File: src/rtl/seq_alu_if.sv
// Handshake and operand/result bundle between the controller and seq_alu.
interface seq_alu_if #(
  parameter int WIDTH = 32,
  parameter int SHW   = 5
);
  logic             start;
  logic [5:0]       funct;
  logic [WIDTH-1:0] a;
  logic [WIDTH-1:0] b;
  logic [SHW-1:0]   shamt;
  logic             busy;
  logic             done;
  logic [WIDTH-1:0] result;
  logic             zero;
  logic             overflow;

  modport master (
    output start, funct, a, b, shamt,
    input  busy, done, result, zero, overflow
  );

  modport slave (
    input  start, funct, a, b, shamt,
    output busy, done, result, zero, overflow
  );
endinterface

File: src/rtl/seq_alu.sv
// Multi-cycle MIPS ALU: single-cycle logic/arith ops, iterative SRL and
// MULTU (shift-add) with internal HI/LO, start/busy/done handshake.
module seq_alu #(
  parameter int WIDTH = 32,
  parameter int SHW   = 5
) (
  input  logic     clk,
  input  logic     rst_n,
  seq_alu_if.slave bus
);

  localparam int CW = SHW + 1;

  localparam logic [5:0] F_AND   = 6'b100100;
  localparam logic [5:0] F_OR    = 6'b100101;
  localparam logic [5:0] F_ADD   = 6'b100000;
  localparam logic [5:0] F_SUB   = 6'b100010;
  localparam logic [5:0] F_SLT   = 6'b101010;
  localparam logic [5:0] F_SRL   = 6'b000010;
  localparam logic [5:0] F_MULTU = 6'b011001;
  localparam logic [5:0] F_MFHI  = 6'b010000;
  localparam logic [5:0] F_MFLO  = 6'b010010;

  typedef enum logic [1:0] {IDLE, SHIFT, MULT, DONE} state_t;

  state_t             state, state_nx;
  logic [WIDTH-1:0]   a_q, hi, lo;
  logic [2*WIDTH-1:0] prod;
  logic [CW-1:0]      cnt;
  logic [WIDTH-1:0]   alu_res, add_res, sub_res, sh_next;
  logic               alu_ovf;
  logic [WIDTH:0]     mul_sum;
  logic [2*WIDTH-1:0] mul_next;
  logic               last_iter;

  // Single-cycle ALU evaluated directly on the bus operands at accept time
  always_comb begin
    add_res = bus.a + bus.b;
    sub_res = bus.a + ~bus.b + WIDTH'(1);
    alu_res = '0;
    alu_ovf = 1'b0;
    case (bus.funct)
      F_AND: alu_res = bus.a & bus.b;
      F_OR:  alu_res = bus.a | bus.b;
      F_ADD: begin
        alu_res = add_res;
        alu_ovf = (bus.a[WIDTH-1] == bus.b[WIDTH-1]) &&
                  (add_res[WIDTH-1] != bus.a[WIDTH-1]);
      end
      F_SUB: begin
        alu_res = sub_res;
        alu_ovf = (bus.a[WIDTH-1] != bus.b[WIDTH-1]) &&
                  (sub_res[WIDTH-1] != bus.a[WIDTH-1]);
      end
      F_SLT:  alu_res[0] = $signed(bus.a) < $signed(bus.b);
      F_MFHI: alu_res = hi;
      F_MFLO: alu_res = lo;
      default: begin
        alu_res = '0;
        alu_ovf = 1'b0;
      end
    endcase
  end

  // Per-iteration step values; SRL reuses the low half of prod as its working register
  always_comb begin
    sh_next   = prod[WIDTH-1:0] >> 1;
    mul_sum   = {1'b0, prod[2*WIDTH-1:WIDTH]} + (prod[0] ? {1'b0, a_q} : '0);
    mul_next  = {mul_sum, prod[WIDTH-1:1]};
    last_iter = (cnt == CW'(1));
  end

  // State register
  always_ff @(posedge clk or negedge rst_n) begin
    if (!rst_n) state <= IDLE;
    else        state <= state_nx;
  end

  // Next-state decode
  always_comb begin
    state_nx = state;
    case (state)
      IDLE: begin
        if (bus.start) begin
          if (bus.funct == F_SRL)        state_nx = (bus.shamt == '0) ? DONE : SHIFT;
          else if (bus.funct == F_MULTU) state_nx = MULT;
          else                           state_nx = DONE;
        end
      end
      SHIFT:   if (last_iter) state_nx = DONE;
      MULT:    if (last_iter) state_nx = DONE;
      DONE:    state_nx = IDLE;
      default: state_nx = IDLE;
    endcase
  end

  // Handshake outputs decoded from state
  always_comb begin
    bus.busy = (state != IDLE);
    bus.done = (state == DONE);
  end

  // Operand latch, iteration registers, HI/LO and registered result/flags
  always_ff @(posedge clk or negedge rst_n) begin
    if (!rst_n) begin
      a_q          <= '0;
      prod         <= '0;
      cnt          <= '0;
      hi           <= '0;
      lo           <= '0;
      bus.result   <= '0;
      bus.zero     <= 1'b0;
      bus.overflow <= 1'b0;
    end else begin
      case (state)
        IDLE: begin
          if (bus.start) begin
            a_q <= bus.a;
            if (bus.funct == F_SRL) begin
              prod <= {{WIDTH{1'b0}}, bus.b};
              cnt  <= {1'b0, bus.shamt};
              if (bus.shamt == '0) begin
                bus.result   <= bus.b;
                bus.zero     <= (bus.b == '0);
                bus.overflow <= 1'b0;
              end
            end else if (bus.funct == F_MULTU) begin
              prod <= {{WIDTH{1'b0}}, bus.b};
              cnt  <= CW'(WIDTH);
            end else begin
              bus.result   <= alu_res;
              bus.zero     <= (alu_res == '0);
              bus.overflow <= alu_ovf;
            end
          end
        end
        SHIFT: begin
          prod[WIDTH-1:0] <= sh_next;
          cnt             <= cnt - CW'(1);
          if (last_iter) begin
            bus.result   <= sh_next;
            bus.zero     <= (sh_next == '0);
            bus.overflow <= 1'b0;
          end
        end
        MULT: begin
          prod <= mul_next;
          cnt  <= cnt - CW'(1);
          if (last_iter) begin
            hi           <= mul_next[2*WIDTH-1:WIDTH];
            lo           <= mul_next[WIDTH-1:0];
            bus.result   <= mul_next[WIDTH-1:0];
            bus.zero     <= (mul_next[WIDTH-1:0] == '0);
            bus.overflow <= 1'b0;
          end
        end
        default: ;
      endcase
    end
  end

endmodule

File: src/flat_wrapper.sv
// flat-port wrapper written by rule: the top's interface ports become plain ports
module seq_alu_flat 
#(
  parameter int WIDTH = 32,
  parameter int SHW   = 5
)
  (clk, rst_n, bus_start, bus_funct, bus_a, bus_b, bus_shamt, bus_busy, bus_done, bus_result, bus_zero, bus_overflow);
  seq_alu_if #(.WIDTH(WIDTH), .SHW(SHW)) bus_i ();
  input  logic clk;
  input  logic rst_n;
  input wire logic [$bits(bus_i.start)-1:0] bus_start;
  input wire logic [$bits(bus_i.funct)-1:0] bus_funct;
  input wire logic [$bits(bus_i.a)-1:0] bus_a;
  input wire logic [$bits(bus_i.b)-1:0] bus_b;
  input wire logic [$bits(bus_i.shamt)-1:0] bus_shamt;
  output wire logic [$bits(bus_i.busy)-1:0] bus_busy;
  output wire logic [$bits(bus_i.done)-1:0] bus_done;
  output wire logic [$bits(bus_i.result)-1:0] bus_result;
  output wire logic [$bits(bus_i.zero)-1:0] bus_zero;
  output wire logic [$bits(bus_i.overflow)-1:0] bus_overflow;
  assign bus_i.start = bus_start;
  assign bus_i.funct = bus_funct;
  assign bus_i.a = bus_a;
  assign bus_i.b = bus_b;
  assign bus_i.shamt = bus_shamt;
  assign bus_busy = bus_i.busy;
  assign bus_done = bus_i.done;
  assign bus_result = bus_i.result;
  assign bus_zero = bus_i.zero;
  assign bus_overflow = bus_i.overflow;
  seq_alu #(.WIDTH(WIDTH), .SHW(SHW)) u_core (.clk(clk), .rst_n(rst_n), .bus(bus_i));
endmodule
File: config.mk
export PLATFORM = sky130hd
export DESIGN_NAME = seq_alu_flat
export DESIGN_NICKNAME = d
export VERILOG_FILES = /design/src/rtl/seq_alu_if.sv /design/src/rtl/seq_alu.sv /design/src/flat_wrapper.sv
export SDC_FILE = /design/constraint.sdc
export NUM_CORES = 1
export LEC_CHECK = 0
export BUFFER_PORTS_ARGS = -buffer_cell sky130_fd_sc_hd__buf_2
export CAP_MARGIN = 0
export CORE_MARGIN = 5
export CORE_UTILIZATION = 45
export CTS_BUF_LIST = sky130_fd_sc_hd__clkbuf_16
export CTS_CLUSTER_DIAMETER = 150
export DETAILED_ROUTE_END_ITERATION = 7
export GPL_ROUTABILITY_DRIVEN = 1
export PLACE_DENSITY = 0.6
export SETUP_SLACK_MARGIN = 0.05
export SLEW_MARGIN = 20
export SYNTH_ARGS = -nofsm -noshare
export SYNTH_HDL_FRONTEND = slang
export SYNTH_SLANG_ARGS = --single-unit
File: constraint.sdc
create_clock -name clk -period 5.2 [get_ports clk]
set_clock_uncertainty 0.15 [all_clocks]
set_input_delay 0.52 -clock clk [delete_from_list [all_inputs] [get_ports clk]]
set_output_delay 0.52 -clock clk [all_outputs]
set_load 0.1 [all_outputs]
==> summary.md <==
| Metric | Value |
|---|---|
| Run status | `complete, no violations` |
| Clock Latency Late Sink | `520 ps` |
| Total Wirelength | `63400 um` |
| Clock root cell | `clkbuf_16` |
| Cells after Synth | `1964` |
| PortBufs | `113` |
| Actual slew at the worst max-slew pin | `1100 ps` |
| CTS buffer count | `25` |
| Synthesis-stage register bit count | `202` |
| Post-route ant nets | `0` |
| Crit path max-delay family | `compound AO/OA/AOI/OAI gates` |
| Final setup vio count | `0` |
| Ys flop type | `dfrtp_1` |
| Fin. max-slew vios | `0` |
| Largest net degree at the start of global routing | `125` |
| R2r worst-path depth | `14` |
| WP buf/inv | `1` |
| Initial DRC count | `1604` |
| TritonCTS sink count | `202` |
| WP data required | `5450 ps` |
| Combinational share of power | `53.6%` |
| Critical path capture point type | `flop` |
| Routed wire length on met3 | `6330 um` |
| Worst vdd ir | `0.575 mV` |
| Post-synthesis async set-or-reset flop share | `100%` |
| Die X-Extent | `201 um` |
| Seq/Total Area, Yosys | `30.7%` |
| Pwr Density | `539 nW/um^2` |
| Clock share of power | `16.3%` |
| Die H | `201 um` |
| Post-synthesis cell area | `16500 um^2` |
| Post-layout net count | `2247` |
| Final GP Congestion | `0.988` |
| Psw | `4990 uW` |
| Clock Pin Slew Worst Setup and Hold Paths | `60 ps` |
| Vias per cell | `6.39` |
| Initial antenna violation count | `0` |
| Layout cells sized above 1 | `13.9%` |
| WL per Instance | `25.3 um` |
| All-layer global routing usage | `30.1%` |
| Yosys warns | `0` |
| Min Tclk post-route | `4450 ps` |
| Die area | `40500 um^2` |
| Gr ovfl total | `0` |
| Synth top area share | `30.7%` |
| Ports | `114` |
| Slew headroom | `26.6%` |
| EDFF count, synth | `0` |
| Final Hold Vio Count | `0` |
| TritonCTS clock tree | `done` |
| DRT met1 WL | `29200 um` |
| Fin Hold WS | `133 ps` |
| Mean Syn Cell Area | `8.38 um^2` |
| Leak pwr | `0.00840 uW` |
| Highest metal used | `met4` |
| Wire length of the first global-routing pass | `96500 um` |
| Synth top area cells | `dfrtp_1 31%, ha_1 11%, a21oi_1 6.1%, mux2_2 4.4%, nor2_1 3.9%` |
| Crit-path cells | `buf_4 -> and2_1 -> ha_1 -> nand3_1 -> o22ai_1 -> a211o_1 -> nand4_1 -> a2111oi_0 -> o21a_1 -> o21ai_0 -> a31oi_1 -> a311oi_1 -> xnor2_1 -> mux2_2` |
| Count of different cell masters after synthesis | `88` |
| Met2 wire length | `25900 um` |
| Max-Cap Viols | `0` |
| Pwr Total | `9810 uW` |
| Syn Nets | `2192` |
| Worst hold path depth | `3` |
| Vias in the first global route | `15600` |
| Critical path depth in cells | `14` |
| Area grow syn2layout | `10.6%` |
| RSZ-0062 raised after global routing | `false` |
| Kind of critical path | `flop to flop` |
| Worst min-delay path class | `primary input to flop` |
| CORE AREA | `36300 um^2` |
| Pre-antenna DRT Iters | `8` |
| Reg power frac | `30.1%` |
| Max clock buf depth | `3` |
| TNS Setup | `0 ps` |
| Vias | `16000` |
| Row cnt | `70` |
| Drc violations | `0` |
| Diode count | `0` |
| Setup bufs post-CTS | `0` |
| Final Cycle Share | `85.5%` |
| Placed cell areas | `17400 um^2` |
| Slowest-stage cell, CP | `a2111oi_0` |
| H-tree depth | `1` |
| Design Area, Final | `18200 um^2` |
| Crit path max fanout | `31` |
| Switch share | `50.9%` |
| HPWL Detailed | `47900 um` |
| Power Internal | `4820 uW` |
| Worst EP arrival | `4700 ps` |
| Initial Utilization | `45.3%` |
| Worst Setup Start Kind | `flop` |
| Slowest stage delay, CP | `800 ps` |
| Post-synth top area cell | `dfrtp_1` |
| Max Freq | `0.225 GHz` |
-- worst min-delay path: cells and delay by family --
kind                   cells  cell delay [ps]
AOI/OAI and AO/OA          2              130
buffers and inverters      1              110
-- state kept, by name, summed over array words and instances, names as in the netlist --
name / cells
u_core.lo: 32
u_core.state: 2
u_core.hi: 32
u_core.bus.zero: 1
u_core.prod: 64
u_core.a_q: 32
u_core.cnt: 6
u_core.bus.result: 32
u_core.bus.overflow: 1
-- layer usage --
metal,vias up,track usage [%]
met5,-,0
met4,0,7.76
met3,90,7.75
met2,727,43.1
met1,7811,45.3
li1,7363,-
-- power groups by stage --
stage	clock, uW	combinational, uW	sequential, uW
final	1600	5260	2950
after detailed placement	0	5210	2930
after global routing	1700	5730	3010
after CTS	1630	5240	2920
after floorplan	0	3040	3610
after global placement	0	5160	2920
-- logic make-up after synthesis --
logic type	after synthesis	share of synthesized area, %
compound gates	683	27.9
simple gates	602	18.0
buf+inv	227	5.39
flops	202	30.7
fa+ha+maj	150	11.5
mux	67	4.64
xor+xnor	33	1.76
-- cells in the final DEF (no fill, tap or decap), types with 24 or more instances in the layout --
cell,count
a21o_1,39
o211ai_1,31
a22oi_1,52
o21ai_0,104
xnor2_1,24
a31oi_1,27
a22o_1,33
buf_4,30
a21oi_1,200
nor2_1,166
nor4_1,27
and2_1,41
dfrtp_1,202
ha_1,147
nor3_1,40
mux2_2,64
nand3_1,48
clkbuf_16,25
inv_1,113
nand2_1,147
buf_2,112
-- final cells by class --
| type | instances | area [um^2] |
|---|---|---|
| clock buffer | 25 | 626 |
| clock inverter | 19 | 114 |
| fill | 3490 | 18100 |
| inverter | 110 | 413 |
| multi-input combinational | 1535 | 10600 |
| sequential | 202 | 5050 |
| tap | 468 | 586 |
| timing repair buffer | 145 | 831 |
-- worst paths after layout --
| path | to | startpoint | slack, ps |
|---|---|---|---|
| min in group asynchronous | u_core.hi[26] | rst_n | 400 |
| max in group asynchronous | u_core.cnt[5] | rst_n | 3320 |
| worst max register to register | u_core.hi[30] | u_core.prod[0] | 750 |
| worst min-delay path | u_core.cnt[4] | bus_shamt[4] | 130 |
| worst max-delay path | u_core.hi[30] | u_core.prod[0] | 750 |
| worst min register to register | u_core.a_q[20] | u_core.a_q[20] | 320 |
-- through the flow --
step	setup WS (ps)	util [%]	instances
final	754	50.1	2504
after floorplan	1550	-	1964
after global routing	342	50.1	2504
after CTS	749	50.1	2504
after detailed placement	529	48.0	2459
after global placement	640	48.0	2459
-- what timing repair did --
action / 4_1_cts / 5_1_grt
resized for setup: 0 / 0
hold endpoints to repair: 78 / 0
hold buffers: 1 / 0
setup endpoints to repair: 0 / 0
-- synthesized netlist by cell type, drive strengths merged (18+ instances only) --
cell    instances
o211ai         31
buf            25
a22oi          52
a21o           39
mux2           64
or3            21
ha            147
o21ai         106
dfrtp         202
a22o           33
nand4          20
nor4           28
clkbuf         92
a21oi         201
nor2          170
nand2         149
a31oi          27
and2           41
nand3          48
inv           110
o31ai          18
nor3           44
xnor2          24
Power figures use the tool's default switching activity.
